==> src/rtl/ifetch_pkg.sv <==
// ifetch_pkg: shared types and constants for the instruction fetch stage.
package ifetch_pkg;

  typedef enum logic [1:0] {
    IDLE       = 2'd0,
    FETCH      = 2'd1,
    WAIT_SPACE = 2'd2,
    DROP       = 2'd3
  } fetch_state_e;

  localparam int unsigned INST_W    = 32;
  localparam int unsigned OPCODE_W  = 6;
  localparam int unsigned OPCODE_HI = 31;
  localparam int unsigned OPCODE_LO = 26;

  // Major opcode field consumed by the main control decoder.
  function automatic logic [OPCODE_W-1:0] opcode_of(input logic [INST_W-1:0] word);
    return word[OPCODE_HI:OPCODE_LO];
  endfunction

endpackage

==> src/rtl/ifetch_if.sv <==
// ifetch_if: instruction-memory request/ack bus, decode valid/ready bus and
// redirect input of the fetch stage. master = fetch unit, slave = memory/decode side.
interface ifetch_if
  import ifetch_pkg::*;
#(
  parameter int unsigned ADDR_W = 32
) ();

  logic                imem_req;
  logic [ADDR_W-1:0]   imem_addr;
  logic                imem_ack;
  logic [INST_W-1:0]   imem_rdata;

  logic                inst_valid;
  logic                inst_ready;
  logic [INST_W-1:0]   inst;
  logic [ADDR_W-1:0]   inst_pc;
  logic [OPCODE_W-1:0] opcode;

  logic                redirect;
  logic [ADDR_W-1:0]   redirect_pc;

  modport master (
    output imem_req, imem_addr, inst_valid, inst, inst_pc, opcode,
    input  imem_ack, imem_rdata, inst_ready, redirect, redirect_pc
  );

  modport slave (
    input  imem_req, imem_addr, inst_valid, inst, inst_pc, opcode,
    output imem_ack, imem_rdata, inst_ready, redirect, redirect_pc
  );

endinterface

==> src/rtl/ifetch_fifo.sv <==
// ifetch_fifo: small synchronous FIFO with registered storage (no bypass).
// Clear has priority over push and pop; push when full / pop when empty are ignored.
module ifetch_fifo #(
  parameter int unsigned WIDTH = 32,
  parameter int unsigned DEPTH = 2
) (
  input  logic                     clk,
  input  logic                     rst,
  input  logic                     clear_i,
  input  logic                     push_i,
  input  logic                     pop_i,
  input  logic [WIDTH-1:0]         wdata_i,
  output logic [WIDTH-1:0]         rdata_o,
  output logic                     valid_o,
  output logic [$clog2(DEPTH):0]   count_o
);

  localparam int unsigned PW = $clog2(DEPTH);

  logic [WIDTH-1:0] mem_q [DEPTH];
  logic [PW-1:0]    wr_ptr_q;
  logic [PW-1:0]    rd_ptr_q;
  logic [PW:0]      count_q;
  logic             push_ok;
  logic             pop_ok;

  assign pop_ok  = pop_i & (count_q != '0);
  assign push_ok = push_i & (count_q != (PW+1)'(DEPTH));

  // Storage, pointers and occupancy; storage is cleared on reset so the head reads 0.
  always_ff @(posedge clk) begin
    if (rst) begin
      mem_q    <= '{default: '0};
      wr_ptr_q <= '0;
      rd_ptr_q <= '0;
      count_q  <= '0;
    end else if (clear_i) begin
      wr_ptr_q <= '0;
      rd_ptr_q <= '0;
      count_q  <= '0;
    end else begin
      if (push_ok) begin
        mem_q[wr_ptr_q] <= wdata_i;
        wr_ptr_q        <= wr_ptr_q + PW'(1);
      end
      if (pop_ok) begin
        rd_ptr_q <= rd_ptr_q + PW'(1);
      end
      count_q <= count_q + (PW+1)'(push_ok) - (PW+1)'(pop_ok);
    end
  end

  assign rdata_o = mem_q[rd_ptr_q];
  assign valid_o = (count_q != '0);
  assign count_o = count_q;

endmodule

==> src/rtl/ifetch_unit.sv <==
// ifetch_unit: PC register, single-outstanding instruction fetch FSM and
// decode-side instruction buffer, with downstream redirect/flush.
// Optional macro IFETCH_PERF_EN adds saturating perf_fetched/perf_flushed counters.
module ifetch_unit
  import ifetch_pkg::*;
#(
  parameter int unsigned       ADDR_W     = 32,
  parameter logic [ADDR_W-1:0] RESET_PC   = '0,
  parameter int unsigned       FIFO_DEPTH = 2
) (
  input  logic        clk,
  input  logic        rst,
  ifetch_if.master    bus
`ifdef IFETCH_PERF_EN
  ,
  output logic [31:0] perf_fetched,
  output logic [31:0] perf_flushed
`endif
);

  localparam int unsigned ENT_W = ADDR_W + INST_W;
  localparam int unsigned CNT_W = $clog2(FIFO_DEPTH) + 1;

  fetch_state_e      state_q, state_d;
  logic [ADDR_W-1:0] pc_q, pc_d;
  logic [ADDR_W-1:0] drop_addr_q, drop_addr_d;
  logic [ADDR_W-1:0] redirect_tgt;
  logic              push;
  logic              pop;
  logic              fifo_valid;
  logic [CNT_W-1:0]  fifo_count;
  logic [CNT_W:0]    occ_after;
  logic [ENT_W-1:0]  head;
  logic              unused_pc_lsb;

  assign unused_pc_lsb = ^bus.redirect_pc[1:0];

  // State, PC and the address of a request that became stale on redirect.
  always_ff @(posedge clk) begin
    if (rst) begin
      state_q     <= IDLE;
      pc_q        <= RESET_PC;
      drop_addr_q <= '0;
    end else begin
      state_q     <= state_d;
      pc_q        <= pc_d;
      drop_addr_q <= drop_addr_d;
    end
  end

  // Next state, PC update, FIFO push/pop; redirect overrides normal sequencing.
  always_comb begin
    state_d      = state_q;
    pc_d         = pc_q;
    drop_addr_d  = drop_addr_q;
    push         = 1'b0;
    redirect_tgt = {bus.redirect_pc[ADDR_W-1:2], 2'b00};
    pop          = fifo_valid & bus.inst_ready & ~bus.redirect;
    occ_after    = {1'b0, fifo_count} + (CNT_W+1)'(1) - (CNT_W+1)'(pop);

    if (bus.redirect) begin
      pc_d = redirect_tgt;
      // The in-flight request keeps its old address on the bus until it is acked.
      if (state_q == FETCH && !bus.imem_ack) begin
        state_d     = DROP;
        drop_addr_d = pc_q;
      end else if (state_q == DROP && !bus.imem_ack) begin
        state_d = DROP;
      end else begin
        state_d = FETCH;
      end
    end else begin
      unique case (state_q)
        IDLE: state_d = FETCH;
        FETCH: begin
          if (bus.imem_ack) begin
            push    = 1'b1;
            pc_d    = pc_q + ADDR_W'(4);
            state_d = (occ_after < (CNT_W+1)'(FIFO_DEPTH)) ? FETCH : WAIT_SPACE;
          end
        end
        WAIT_SPACE: if (pop) state_d = FETCH;
        DROP:       if (bus.imem_ack) state_d = FETCH;
        default:    state_d = IDLE;
      endcase
    end
  end

  ifetch_fifo #(
    .WIDTH (ENT_W),
    .DEPTH (FIFO_DEPTH)
  ) u_fifo (
    .clk     (clk),
    .rst     (rst),
    .clear_i (bus.redirect),
    .push_i  (push),
    .pop_i   (pop),
    .wdata_i ({pc_q, bus.imem_rdata}),
    .rdata_o (head),
    .valid_o (fifo_valid),
    .count_o (fifo_count)
  );

  assign bus.imem_req   = (state_q == FETCH) || (state_q == DROP);
  assign bus.imem_addr  = (state_q == DROP)  ? drop_addr_q :
                          (state_q == FETCH) ? pc_q : '0;
  assign bus.inst_valid = fifo_valid;
  assign bus.inst       = head[INST_W-1:0];
  assign bus.inst_pc    = head[ENT_W-1:INST_W];
  assign bus.opcode     = opcode_of(head[INST_W-1:0]);

`ifdef IFETCH_PERF_EN
  logic [31:0]      perf_fetched_q;
  logic [31:0]      perf_flushed_q;
  logic [32:0]      fetched_sum;
  logic [32:0]      flushed_sum;
  logic [CNT_W-1:0] flush_n;
  logic             drop_ack;

  // An ack is discarded either while draining a stale request or when it meets a redirect.
  always_comb begin
    drop_ack    = bus.imem_ack & ((state_q == DROP) | ((state_q == FETCH) & bus.redirect));
    flush_n     = bus.redirect ? fifo_count : '0;
    fetched_sum = {1'b0, perf_fetched_q} + 33'(pop);
    flushed_sum = {1'b0, perf_flushed_q} + 33'(flush_n) + 33'(drop_ack);
  end

  // Saturating event counters.
  always_ff @(posedge clk) begin
    if (rst) begin
      perf_fetched_q <= '0;
      perf_flushed_q <= '0;
    end else begin
      perf_fetched_q <= fetched_sum[32] ? '1 : fetched_sum[31:0];
      perf_flushed_q <= flushed_sum[32] ? '1 : flushed_sum[31:0];
    end
  end

  assign perf_fetched = perf_fetched_q;
  assign perf_flushed = perf_flushed_q;
`endif

endmodule
==> src/flat_wrapper.sv <==
// flat-port wrapper written by rule: the top's interface ports become plain ports
module ifetch_unit_flat import ifetch_pkg::*;
#(
  parameter int unsigned       ADDR_W     = 32,
  parameter logic [ADDR_W-1:0] RESET_PC   = '0,
  parameter int unsigned       FIFO_DEPTH = 2
)
  (clk, rst, bus_imem_req, bus_imem_addr, bus_inst_valid, bus_inst, bus_inst_pc, bus_opcode, bus_imem_ack, bus_imem_rdata, bus_inst_ready, bus_redirect, bus_redirect_pc);
  ifetch_if #(.ADDR_W(ADDR_W)) bus_i ();
  input  logic clk;
  input  logic rst;
  output wire logic [$bits(bus_i.imem_req)-1:0] bus_imem_req;
  output wire logic [$bits(bus_i.imem_addr)-1:0] bus_imem_addr;
  output wire logic [$bits(bus_i.inst_valid)-1:0] bus_inst_valid;
  output wire logic [$bits(bus_i.inst)-1:0] bus_inst;
  output wire logic [$bits(bus_i.inst_pc)-1:0] bus_inst_pc;
  output wire logic [$bits(bus_i.opcode)-1:0] bus_opcode;
  input wire logic [$bits(bus_i.imem_ack)-1:0] bus_imem_ack;
  input wire logic [$bits(bus_i.imem_rdata)-1:0] bus_imem_rdata;
  input wire logic [$bits(bus_i.inst_ready)-1:0] bus_inst_ready;
  input wire logic [$bits(bus_i.redirect)-1:0] bus_redirect;
  input wire logic [$bits(bus_i.redirect_pc)-1:0] bus_redirect_pc;
  assign bus_imem_req = bus_i.imem_req;
  assign bus_imem_addr = bus_i.imem_addr;
  assign bus_inst_valid = bus_i.inst_valid;
  assign bus_inst = bus_i.inst;
  assign bus_inst_pc = bus_i.inst_pc;
  assign bus_opcode = bus_i.opcode;
  assign bus_i.imem_ack = bus_imem_ack;
  assign bus_i.imem_rdata = bus_imem_rdata;
  assign bus_i.inst_ready = bus_inst_ready;
  assign bus_i.redirect = bus_redirect;
  assign bus_i.redirect_pc = bus_redirect_pc;
  ifetch_unit #(.ADDR_W(ADDR_W), .RESET_PC(RESET_PC), .FIFO_DEPTH(FIFO_DEPTH)) u_core (.clk(clk), .rst(rst), .bus(bus_i));
endmodule
==> config.mk <==
export PLATFORM = sky130hd
export DESIGN_NAME = ifetch_unit_flat
export DESIGN_NICKNAME = d
export VERILOG_FILES = /design/src/rtl/ifetch_pkg.sv /design/src/rtl/ifetch_if.sv /design/src/rtl/ifetch_fifo.sv /design/src/rtl/ifetch_unit.sv /design/src/flat_wrapper.sv
export SDC_FILE = /design/constraint.sdc
export NUM_CORES = 1
export LEC_CHECK = 0
export CAP_MARGIN = 20
export CELL_PAD_IN_SITES_DETAIL_PLACEMENT = 1
export CELL_PAD_IN_SITES_GLOBAL_PLACEMENT = 2
export CORE_MARGIN = 1.5
export CORE_UTILIZATION = 27
export CTS_CLUSTER_DIAMETER = 200
export DETAILED_ROUTE_END_ITERATION = 16
export PLACE_DENSITY_LB_ADDON = 0.15
export SLEW_MARGIN = 20
export SYNTH_ARGS = -nofsm -noshare
export SYNTH_HDL_FRONTEND = slang
export SYNTH_SLANG_ARGS = --single-unit
==> constraint.sdc <==
create_clock -name clk -period 2 [get_ports clk]
set_input_delay 0.2 -clock clk [delete_from_list [all_inputs] [get_ports clk]]
set_output_delay 0.2 -clock clk [all_outputs]
set_load 0.005 [all_outputs]
[Word-level counts from Yosys, hierarchy flattened]
Index checks and enable logic that the tools add are counted.
Word-level totals
  register bits after elaboration: 198
  input bits: 69
  output and inout port bits: 104
Cells by class
  add/sub/neg operators: 7
  order comparisons: 4
  equal/unequal tests: 7
  multiplexer cells: 22
  bitwise gates (word level): 7
  reduce and logical (&&, ||, !) cells: 15
Operator list (number)
  $mux W64: 4
  $mux W32: 5
  $bwmux W128: 1
  $demux W64 S1: 1
  $add A32 B3 Y32 const B: 1
  $mux W2: 7
  $ne A3 B3 Y1 const B: 3
  $pmux W2 S4: 1
  $reduce_and A2 Y1: 4
  $reduce_bool A2 Y1: 3
  $and A1 B1 Y1: 4
  $eq A2 B2 Y1 const B: 2
  $ge A2 B2 Y1 const B: 2
  $not A1 Y2: 2
  $add A2 B1 Y3 const B: 1
  $logic_and A1 B1 Y1: 3
  $lt A3 B2 Y1 const B: 1
  $mux W1: 3
  $reduce_and A3 Y1: 1
  $sub A3 B1 Y3: 1
  $add A1 B1 Y1 const B: 2
  $add A2 B1 Y2: 1
  $eq A2 B1 Y1 const B: 1
  $logic_not A2 Y1: 1
  other kinds (7): 7

[Depth between registers and ports, before layout]
  word-level depth: 9
  mapped depth: 9
  gate-level depth less buffers: 9

[Modules after synthesis]
From an unflattened synthesis, not the netlist that was laid out.
Second synthesis, totals
  cells, all modules: 1060
  area total of the unflattened synthesis: 9965.8 µm²
By module, submodules not included
  ifetch_fifo: times used 1, cells each 582, area each 6306.0 µm², seq. area each 2642.5 µm²
  ifetch_unit: times used 1, cells each 478, area each 3659.8 µm², seq. area each 1241.2 µm²

[Worst setup path before layout]
No wires, ideal clock.
  kind: reg-to-reg
  start point: register u_core.state_q[0]
  end point: register u_core.u_fifo.count_q[1] (netlist: u_core.u_fifo.count_o[1])
  library setup time: 131 ps
  arrival time: 1750 ps
  path slack: 118 ps
  stages on the path, launching flop included: 10
  path through: dfxtp_1 -> nand3b_1 -> a211oi_2 -> inv_2 -> ha_1 -> inv_1 -> ha_1 -> xor2_1 -> xnor2_1 -> nor3_1
On the way
  cells in the longest elaborated chain, start to end: 6
Ends and longest elaborated chain
  start, declared: line ifetch_unit.sv:24  | fetch_state_e state_q, state_d;
  start signal, assigned: line ifetch_unit.sv:45  | state_q <= state_d;
  $eq A2 B1 Y1: line ifetch_unit.sv:73  | unique case (state_q)
  $mux W1: line ifetch_unit.sv:73
  $mux W1: line ifetch_unit.sv:61  | if (bus.redirect) begin
  $and A1 B1 Y1: line ifetch_fifo.sv:28  | assign push_ok = push_i & (count_q != (PW+1)'(DEPTH));
  $add A2 B1 Y2: line ifetch_fifo.sv:49  | count_q <= count_q + (PW+1)'(push_ok) - (PW+1)'(pop_ok);
  $sub A2 B1 Y2: line ifetch_fifo.sv:49
  end signal, assigned: line ifetch_fifo.sv:49
  end, declared: line ifetch_fifo.sv:23  | logic [PW:0] count_q;
No other way between the ends.
A chain may end at the register's enable or synchronous reset.

[Worst setup path after layout]
  start point: register u_core.state_q[1]
  end point: register u_core.u_fifo.mem_q[122] (netlist bit)
On the way
  cells in the longest elaborated chain, start to end: 5
Ends and longest elaborated chain
  $eq A2 B1 Y1: line ifetch_unit.sv:73
  $mux W1: line ifetch_unit.sv:73
  $mux W1: line ifetch_unit.sv:61
  $and A1 B1 Y1: line ifetch_fifo.sv:28
  $reduce_and A2 Y1 (no line)
  end signal, assigned by index: line ifetch_fifo.sv:43  | mem_q[wr_ptr_q] <= wdata_i;
  end, declared: line ifetch_fifo.sv:20  | logic [WIDTH-1:0] mem_q [DEPTH];
No other way between the ends.

==> run_results.csv <==
group,metric,value,unit
die,std_cell_rows,65,
pwr,p_leak,5.15,nW
routing,first_pass_iters,4,
pwr,peakVddDrop,606,uV
timing,skew,0.0134,ns
synthesis,syn_inst,1078,
setup_path,critical_path_class,"flip-flop to flip-flop",
timing,hold_viol,0,
run_status,violations,"setup timing",
setup_path,required,2.35,ns
synthesis,yosysUniqueCellTypes,47,
synthesis,synth_ff_type,"dfxtp_1",
clock_network,cts_buffers,17,
flow_run,maxCapViolations,0,
grt,grtUsageTotal,17.6,%
timing,drv_slew,0,
setup_path,startpoint_type,"flip-flop",
timing,slew-limit-headroom,63.6,%
timing,min_period,2.03,ns
synthesis,ys_ff_latch,190,
setup_path,cp_slowest_stage_delay,0.39,ns
setup_path,cp-end-kind,"flip-flop",
timing,fin_ws,-0.0260,ns
clock_network,cts_sinks,190,
routing,avgRoutedWirePerCell,18.0,um
finish,syn2layout_area_growth,47.2,%
routing,antenna_left,0,
synthesis,yosysSeqAreaShare,44.2,%
routing,vias_per_cell,4.70,
clock_network,clockBufferDepth,2,
placed_design,gp_congestion,0.757,
setup_path,worstPathArrival,2.37,ns
die,dieHeight,182,um
die,fp.dieW,182,um
timing,rsz0062_at_grt,"yes",
routing,vias,8102,
setup_path,critPathTopFamily,"buffers and inverters",
grt,grt_pass1_vias,7926,
setup_path,path_cells,"buf_6 > nand3b_1 > a211oi_2 > inv_2 > buf_6 > nor2_4 > buf_6 > clkbuf_16 > nand2_1 > a21oi_1",
synthesis,synth_edf_count,0,
placed_design,placed_cell_area,11100,sq um
timing,fin_crit_sh,101,%
setup_path,crit_path_frequent_cell,"buf_6",
grt,grt_pass1_wl,45200,um
grt,grt_overflow,0,
run_status,status,"finished with violations",
synthesis,syn_area,8610,sq um
grt,grt_max_degree,50,
finish,design_area,12700,sq um
timing,setup_violations,1,
timing,tightest_slew,0.546,ns
setup_path,cpMaxStageDelayCell,"dfxtp_4",
synthesis,avgSynthCellArea,7.99,sq um
synthesis,async_flop_share,0,%
setup_path,critPathBufInv,5,
clock_network,cts.clk_slew.worst_paths,0.08,ns
timing,fin_setup_tns,-0.0260,ns
die,ioPinCount,173,
die,dieArea,33000,sq um
finish,drive_gt1_share,23.1,%
finish,finalNetCount,1381,
finish,antenna_cells,0,
die,start_util,27.4,%
placed_design,place.detailed.hpwl,19900,um
clock_network,cts_tree,"built",
clock_network,h-tree-depth,4,
worst_hold_path,hold_path.class,"primary input to flip-flop",
routing,drtIter0Drc,445,
setup_path,crit_path_max_fanout,8,
routing,drt-total-wl,31100,um
placed_design,portBuffers,166,
timing,fmax,494,MHz
pwr,power_density,666,nW/um^2
synthesis,yosysWarningCount,0,
die,core_area,31500,sq um
grt,antenna_found_initial,0,
clock_network,clk_latency,0.44,ns
clock_network,cts_root_buffer,"clkbuf_16",
routing,drc,0,
-- Yosys cell counts, types with 2 or more instances --
cell / number / area, sq um
nand2_1: 328 / 1230
dfxtp_1: 190 / 3800
a21oi_1: 166 / 831
clkbuf_1: 64 / 240
mux2_2: 62 / 698
nor2_1: 36 / 135
mux2i_1: 31 / 310
nor2b_1: 29 / 181
buf_2: 23 / 115
a211oi_1: 20 / 150
xor2_1: 17 / 149
nand3_1: 13 / 65.1
nor3_1: 12 / 60.1
xnor2_1: 12 / 105
buf_4: 10 / 75.1
inv_1: 7 / 26.3
buf_1: 6 / 22.5
nand4_1: 6 / 37.5
o21ai_0: 5 / 25.0
ha_1: 3 / 37.5
nand2b_1: 3 / 18.8
nor4_1: 3 / 18.8
or3_1: 3 / 18.8
a21boi_0: 2 / 15.0
and2_1: 2 / 12.5
and3_1: 2 / 12.5
nand4_2: 2 / 25.0
or2_2: 2 / 12.5
-- worst paths after layout --
path | end | slack [ns] | depth (start not counted) | start
worst max-delay path | u_core.u_fifo.mem_q[122] | -0.03 | 10 | u_core.state_q[1]
worst min-delay path | u_core.u_fifo.mem_q[45] | 0.16 | 2 | rst
worst max register to register | u_core.u_fifo.mem_q[122] | -0.03 | 10 | u_core.state_q[1]
worst min register to register | u_core.u_fifo.mem_q[45] | 0.45 | 2 | u_core.u_fifo.mem_q[45]
-- stage by stage --
step	worst slack (ns)	hold WS, ns	total power, W	util (%)	std cells
final	-0.0260	0.165	0.00845	40.3	1724
after global routing	-0.107	0.174	0.00883	40.3	1724
after CTS	-0.133	0.162	0.00849	38.0	1682
after detailed placement	-0.175	0.445	0.00500	35.4	1630
after global placement	-0.110	0.438	0.00500	35.4	1630
after floorplan	0.118	0.336	0.00445	-	1081
-- where the power goes --
part	internal (W)	total [W]	switching, W
combinational	0.000545	0.00108	0.000532
sequential	0.00387	0.00393	0.0000672
clock	0.00172	0.00344	0.00172
-- cells in the final DEF (no fill, tap or decap), drive strengths merged, types with 17 or more instances in the layout --
cell type	synthesis	layout
nand2	328	328
dfxtp	190	190
a21oi	166	166
buf	39	139
clkdlybuf4s50	0	68
mux2	62	62
dlygate4sd2	0	47
clkbuf	65	41
nor2	37	37
mux2i	31	31
nor2b	29	29
a211oi	21	21
dlymetal6s2s	0	20
xor2	17	17
inv	8	17
-- flip-flops by register name, indices dropped and copies added (netlist names) --
register                count
u_core.u_fifo.mem_q       124
u_core.drop_addr_q         30
u_core.pc_q                30
u_core.state_q              2
u_core.u_fifo.count_o       2
u_core.u_fifo.rd_ptr_q      1
u_core.u_fifo.wr_ptr_q      1
-- kinds of logic (layout without fill, tap and decap cells) --
kind of cell,count (synthesis),in the layout,share of synthesized area (%)
other,1,4,0.0435
AOI/OAI and AO/OA,199,199,12.5
adders and majority gates,3,3,0.436
DFF,190,190,44.2
xor gates and xnor gates,29,29,2.95
and+or+nand+nor,450,451,22.5
buffers and inverters,113,353,5.71
muxes,93,93,11.7
-- repair_timing --
| item | CTS | global route |
|---|---|---|
| hold endpoints to repair | 0 | 0 |
| endpoints found under the setup margin | 95 | 70 |
| pin swaps | 1 | 6 |
| setup buffers | 18 | 30 |
| cloned | 2 | 14 |
| hold buffers | 0 | 0 |
| gates resized for setup | 119 | 105 |
-- routing by layer --
| metal | up-vias | wire (um) | global-route usage (%) |
|---|---|---|---|
| met5 | - | 0 | 0 |
| met4 | 0 | 332 | 3.80 |
| met3 | 21 | 955 | 1.99 |
| met2 | 141 | 14700 | 29.2 |
| met1 | 3920 | 15100 | 24.5 |
| li1 | 4020 | - | - |
-- layout make-up --
| class | instances | area [sq um] |
|---|---|---|
| clock buffers | 19 | 443 |
| clock inverters | 13 | 143 |
| fillers | 3699 | 18800 |
| inverters | 9 | 33.8 |
| multi-input cells | 779 | 4530 |
| flip-flops and latches | 190 | 3820 |
| well taps | 402 | 503 |
| repair buffers | 312 | 3210 |
Note: power is estimated with default switching activity, not from simulation.
